## src/rtl/show_if.sv

```systemverilog
// Display bus between the scan driver and its user.
// The user drives en/data; the driver returns the 74HC595 serial lines.
interface show_if;
  logic        en;
  logic [31:0] data;
  logic        sh_cp;
  logic        st_cp;
  logic        ds;

  modport master (
    output en, data,
    input  sh_cp, st_cp, ds
  );

  modport slave (
    input  en, data,
    output sh_cp, st_cp, ds
  );
endinterface

```

## src/rtl/show.sv

```systemverilog
// 8-digit hex scanner driving two chained 74HC595 (SEG byte, then SEL byte).
// Optional macro SHOW_LEADING_ZERO_BLANK_EN blanks leading zero digits.
module show #(
  parameter int SCAN_DIV  = 50000,
  parameter int SHIFT_DIV = 2
) (
  input logic   clk,
  input logic   reset_n,
  show_if.slave bus
);

  typedef enum logic [1:0] {
    IDLE,
    SHIFT,
    LATCH,
    WAIT
  } state_t;

  localparam int SW = $clog2(SCAN_DIV + 1);
  localparam int DW = $clog2(SHIFT_DIV + 1);

  state_t        state;
  state_t        state_nx;
  logic [SW-1:0] slot_cnt;
  logic [DW-1:0] div_cnt;
  logic          phase;
  logic [3:0]    bit_cnt;
  logic [2:0]    digit;
  logic [15:0]   word_q;
  logic [15:0]   word_live;
  logic [3:0]    nib;
  logic [7:0]    seg;
  logic          blank;
  logic          div_end;
  logic          slot_end;
  logic          bit_end;
  logic          wrap;

  assign div_end  = div_cnt == DW'(SHIFT_DIV - 1);
  assign slot_end = slot_cnt == SW'(SCAN_DIV - 1);
  assign bit_end  = (state == SHIFT) && phase
                  && div_end && (bit_cnt == 4'd15);
  assign wrap     = ((state == WAIT) && slot_end)
                  || ((state == LATCH) && div_end && slot_end);

  assign nib = bus.data[{digit, 2'b00} +: 4];

`ifdef SHOW_LEADING_ZERO_BLANK_EN
  logic [2:0] msd;

  // Highest nonzero nibble; digit 0 stays lit when data is all zero.
  always_comb begin
    msd = 3'd0;
    for (int i = 1; i < 8; i++)
      if (bus.data[4*i +: 4] != 4'h0) msd = 3'(i);
  end

  assign blank = digit > msd;
`else
  assign blank = 1'b0;
`endif

  // Hex glyph lookup, active-low segments, dp off.
  always_comb begin
    case (nib)
      4'h0: seg = 8'hC0;
      4'h1: seg = 8'hF9;
      4'h2: seg = 8'hA4;
      4'h3: seg = 8'hB0;
      4'h4: seg = 8'h99;
      4'h5: seg = 8'h92;
      4'h6: seg = 8'h82;
      4'h7: seg = 8'hF8;
      4'h8: seg = 8'h80;
      4'h9: seg = 8'h90;
      4'hA: seg = 8'h88;
      4'hB: seg = 8'h83;
      4'hC: seg = 8'hC6;
      4'hD: seg = 8'hA1;
      4'hE: seg = 8'h86;
      default: seg = 8'h8E;
    endcase
  end

  assign word_live = {blank ? 8'hFF : seg, ~(8'h01 << digit)};

  // State register.
  always_ff @(posedge clk or negedge reset_n) begin
    if (!reset_n) state <= IDLE;
    else          state <= state_nx;
  end

  // Next state and serial outputs.
  always_comb begin
    state_nx  = state;
    bus.sh_cp = 1'b0;
    bus.st_cp = 1'b0;
    bus.ds    = 1'b0;
    unique case (1'b1)
      state == IDLE: begin
        if (bus.en) state_nx = SHIFT;
      end
      state == SHIFT: begin
        bus.sh_cp = phase;
        bus.ds    = (slot_cnt == '0) ? word_live[15]
                                     : word_q[4'd15 - bit_cnt];
        if (bit_end) state_nx = LATCH;
      end
      state == LATCH: begin
        bus.st_cp = 1'b1;
        if (div_end) begin
          if (!slot_end)   state_nx = WAIT;
          else if (bus.en) state_nx = SHIFT;
          else             state_nx = IDLE;
        end
      end
      default: begin
        if (slot_end) state_nx = bus.en ? SHIFT : IDLE;
      end
    endcase
  end

  // Slot, shift-rate and bit counters, digit index, captured word.
  always_ff @(posedge clk or negedge reset_n) begin
    if (!reset_n) begin
      slot_cnt <= '0;
      div_cnt  <= '0;
      phase    <= 1'b0;
      bit_cnt  <= 4'd0;
      digit    <= 3'd0;
      word_q   <= 16'h0;
    end else begin
      if (state == IDLE || wrap) slot_cnt <= '0;
      else                       slot_cnt <= slot_cnt + SW'(1);

      if (state == SHIFT || state == LATCH)
        div_cnt <= div_end ? '0 : div_cnt + DW'(1);
      else
        div_cnt <= '0;

      if (state == SHIFT) begin
        if (div_end) phase <= ~phase;
        if (div_end && phase) bit_cnt <= bit_cnt + 4'd1;
        if (slot_cnt == '0) word_q <= word_live;
      end else begin
        phase   <= 1'b0;
        bit_cnt <= 4'd0;
      end

      if (wrap) digit <= digit + 3'd1;
    end
  end

endmodule

```

## src/flat_wrapper.sv

```systemverilog
// flat-port wrapper written by rule: the top's interface ports become plain ports
module show_flat 
#(
  parameter int SCAN_DIV  = 50000,
  parameter int SHIFT_DIV = 2
)
  (clk, reset_n, bus_en, bus_data, bus_sh_cp, bus_st_cp, bus_ds);
  show_if bus_i ();
  input logic clk;
  input logic reset_n;
  input wire logic [$bits(bus_i.en)-1:0] bus_en;
  input wire logic [$bits(bus_i.data)-1:0] bus_data;
  output wire logic [$bits(bus_i.sh_cp)-1:0] bus_sh_cp;
  output wire logic [$bits(bus_i.st_cp)-1:0] bus_st_cp;
  output wire logic [$bits(bus_i.ds)-1:0] bus_ds;
  assign bus_i.en = bus_en;
  assign bus_i.data = bus_data;
  assign bus_sh_cp = bus_i.sh_cp;
  assign bus_st_cp = bus_i.st_cp;
  assign bus_ds = bus_i.ds;
  show #(.SCAN_DIV(SCAN_DIV), .SHIFT_DIV(SHIFT_DIV)) u_core (.clk(clk), .reset_n(reset_n), .bus(bus_i));
endmodule
```

## config.mk

```make
export PLATFORM = sky130hd
export DESIGN_NAME = show_flat
export DESIGN_NICKNAME = d
export VERILOG_FILES = /design/src/rtl/show_if.sv /design/src/rtl/show.sv /design/src/flat_wrapper.sv
export SDC_FILE = /design/constraint.sdc
export NUM_CORES = 1
export LEC_CHECK = 0
export BUFFER_PORTS_ARGS = -buffer_cell sky130_fd_sc_hd__buf_2
export CAP_MARGIN = 20
export CORE_AREA = 2 2 78 80
export CTS_CLUSTER_DIAMETER = 100
export DETAILED_ROUTE_END_ITERATION = 7
export DIE_AREA = 0 0 80 82
export PLACE_DENSITY = 0.72
export SLEW_MARGIN = 20
export SYNTH_ARGS = -nofsm -noshare
export SYNTH_HDL_FRONTEND = slang
export SYNTH_SLANG_ARGS = --single-unit
```

## constraint.sdc

```tcl
create_clock -name clk -period 2.21 [get_ports clk]
set_clock_uncertainty 0.05 [all_clocks]
set_input_delay 0.221 -clock clk [delete_from_list [all_inputs] [get_ports clk]]
set_output_delay 0.221 -clock clk [all_outputs]
set_load 0.1 [all_outputs]
```

==> results.yml <==
synth:
  postSynth.asyncResetShare_pct: 100
  yosys_most_used_dff: "dfrtp_1"
  yosys.area.top_type_share_pct: 39.7
  syn_avg_cell_area_um2: 10.7
  synth_fp_nets: 312
  yosysSeqAreaShare_pct: 39.7
  synth_commonest_cells: "44 x dfrtp_1, 32 x nor2_1, 18 x ha_1"
  synth-seq-cells: 44
  yosysTopAreaCell: "dfrtp_1"
  synth_edf_count: 0
  netlist_area_mm2: 0.00278
  syn_inst: 259
  synth_top_cells_by_area: "dfrtp_1 40%, ha_1 8.1%, mux4_1 5.7%"
  yosys.cell_types.count: 45
  yosys_warnings: 0
  yosysMostFrequentCell: "dfrtp_1"
grt:
  grt_max_degree: 21
  antenna_found_initial: 0
  grt_pass1_vias: 2149
  globalRouteOverflowTotal: 0
  grt.total_usage_pct: 18.3
  grt_pass1_wl_um: 9450
worst_setup_path:
  cp-start-kind: "flop"
  ff2ff_path_depth: 7
  reg2reg_slack_ns: 0.08
  regToRegEndpoint: "u_core.word_q[11]$_DFFE_PN0P_"
  r2r-start: "u_core.digit[1]$_DFFE_PN0P_"
  arrival_ns: 2.05
  end_kind: "output port"
  path_class: "flop to output port"
  required_ns: 1.94
  critPathMaxFanout: 5
floorplanning:
  io_pins: 38
  num_rows: 28
  start_util_pct: 48.3
  core_area_mm2: 0.00575
  fp.dieH_um: 82
  die_w_um: 80
  dieArea_mm2: 0.00656
sta:
  drv_slew: 0
  fmax_mhz: 431
  hold_violations: 0
  slew-limit-headroom_pct: 68.0
  final-setup-viol-count: 1
  rsz0062_at_grt: "yes"
  finalCritPeriodShare_pct: 105
  fin_crit_ns: 2.32
  worst_slack_ns: -0.109
  max_slew.worst_pin.slew_ns: 0.483
cells_and_area:
  drive_gt1_share_pct: 32.1
  diodes: 0
  areaGrowthSynthToFinish_pct: 21.3
  design_area_mm2: 0.00337
  register_area_mm2: 0.00110
  fillerInstances: 491
  nNetsFinal: 367
  multiInputGateArea_mm2: 0.00164
  post-route-util_pct: 58.6
power:
  cellLeakagePower_nw: 1.50
  irDropWorstVdd_mv: 0.770
  powerDensity_mw_per_mm2: 870
  p_total_mw: 2.93
clock_network:
  clock-sinks: 44
  insertion_delay_ns: 0.30
  clk_pin_slew_ns: 0.09
  cts_max_path_buffers: 2
  cts_max_level: 2
  root_buffer: "clkbuf_8"
  cts_buffers: 5
  cts_tree: "yes"
drt:
  vias_per_cell: 5.30
  antenna_left: 0
  drc: 0
  first_pass_iters: 4
  wire_per_inst_um: 14.1
  drt_iter0_markers: 77
  vias: 2066
  wl_um: 5500
place:
  placed_cell_area_mm2: 0.00320
  place_congestion: 0.900
  port_buffers: 37
  dpl.hpwl_um: 4260
hold_path:
  min_path_type: "primary input to async pin"
status:
  violations: "setup timing"
  status: "complete, but fails checks"
run:
  cap_violations: 0
-- flip-flops by register name, summed over array words and instances, names as in the netlist --
name / count
u_core.slot_cnt: 16
u_core.word_q: 16
u_core.bit_cnt: 4
u_core.digit: 3
u_core.div_cnt: 2
u_core.state: 2
u_core.phase: 1
-- metal layers --
metal	GRT usage, %	vias to the layer above	wire length [um]
met5	0	-	0
met4	5.76	0	85
met3	3.74	9	110
met2	33.5	20	2970
met1	21.5	1010	2340
li1	-	1027	-
-- per-stage QoR --
stage                     worst slack, ns  TNS [ns]  hold WS, ns  std cells
after floorplan                 0.0000289         0       -0.125        259
after global placement            -0.0398   -0.0398       0.0926        379
after detailed placement           -0.102    -0.232       0.0836        379
after global routing               -0.184    -0.224        0.307        390
after CTS                          -0.140    -0.140        0.281        388
final                              -0.109    -0.109        0.284        390
-- layout by cell type (no fill, tap or decap), drive strengths merged, types with 3 or more instances in the layout --
master / instances
nand4: 4
xor2: 8
nor4: 4
o21ai: 5
buf: 57
a31oi: 8
nor2: 32
and2: 6
dfrtp: 44
inv: 15
and4: 3
or3: 3
xnor2: 12
nand3: 12
clkbuf: 6
and3: 3
ha: 18
mux2: 5
nor2b: 4
a21oi: 4
nor3: 6
mux4: 13
mux2i: 11
nand2: 17
-- how the worst max path moves through the flow --
stage | start | to | slack (ns) | depth (start not counted)
2_1_floorplan | u_core.digit[1]$_DFFE_PN0P_ | u_core.word_q[8]$_DFFE_PN0P_ | 0.00003 | 8
3_3_place_gp | u_core.digit[1]$_DFFE_PN0P_ | u_core.word_q[8]$_DFFE_PN0P_ | -0.04 | 7
3_5_place_dp | u_core.digit[1]$_DFFE_PN0P_ | u_core.word_q[11]$_DFFE_PN0P_ | -0.10 | 8
4_1_cts | u_core.bit_cnt[0]$_DFFE_PN0P_ | bus_ds | -0.14 | 5
5_1_grt | u_core.bit_cnt[0]$_DFFE_PN0P_ | bus_ds | -0.18 | 5
6_report | u_core.bit_cnt[0]$_DFFE_PN0P_ | bus_ds | -0.11 | 5
-- power breakdown --
part	total, mW	internal [mW]	switching, mW
sequential	1.11	0.972	0.142
clock	0.539	0.253	0.286
combinational	1.27	0.555	0.719
total	2.93	1.78	1.15
-- cells by family after synthesis --
| logic type | count (synthesis) | share of synthesized area [%] |
|---|---|---|
| flops | 44 | 39.7 |
| buf+inv | 25 | 4.06 |
| compound gates | 25 | 5.99 |
| fa+ha+maj | 18 | 8.11 |
| xor+xnor | 20 | 6.31 |
| simple gates | 98 | 17.8 |
| mux | 29 | 18.1 |
-- layout make-up --
type / count / area share (%)
multi-input combinational: 190 / 48.7
clock buffer: 6 / 2.45
inverter: 15 / 1.67
timing repair buffer: 58 / 11.2
clock inverter: 2 / 0.446
tap: 75 / 2.79
sequential: 44 / 32.8
-- critical path: stages (launching register included) --
cell,delay [ns]
dfrtp_2,0.45
mux4_2,0.51
mux4_2,0.49
nand2_2,0.09
nand2_4,0.05
buf_12,0.16
-- timing repair --
item                       in CTS  in global routing
hold endpoints to repair       12                  0
pin swaps                       1                  1
hold buffers                    1                  0
setup buffers                   0                  2
setup endpoints to repair       5                  8
gates cloned                    0                  0
resized for setup               4                  6
Power figures use the tool's default switching activity.
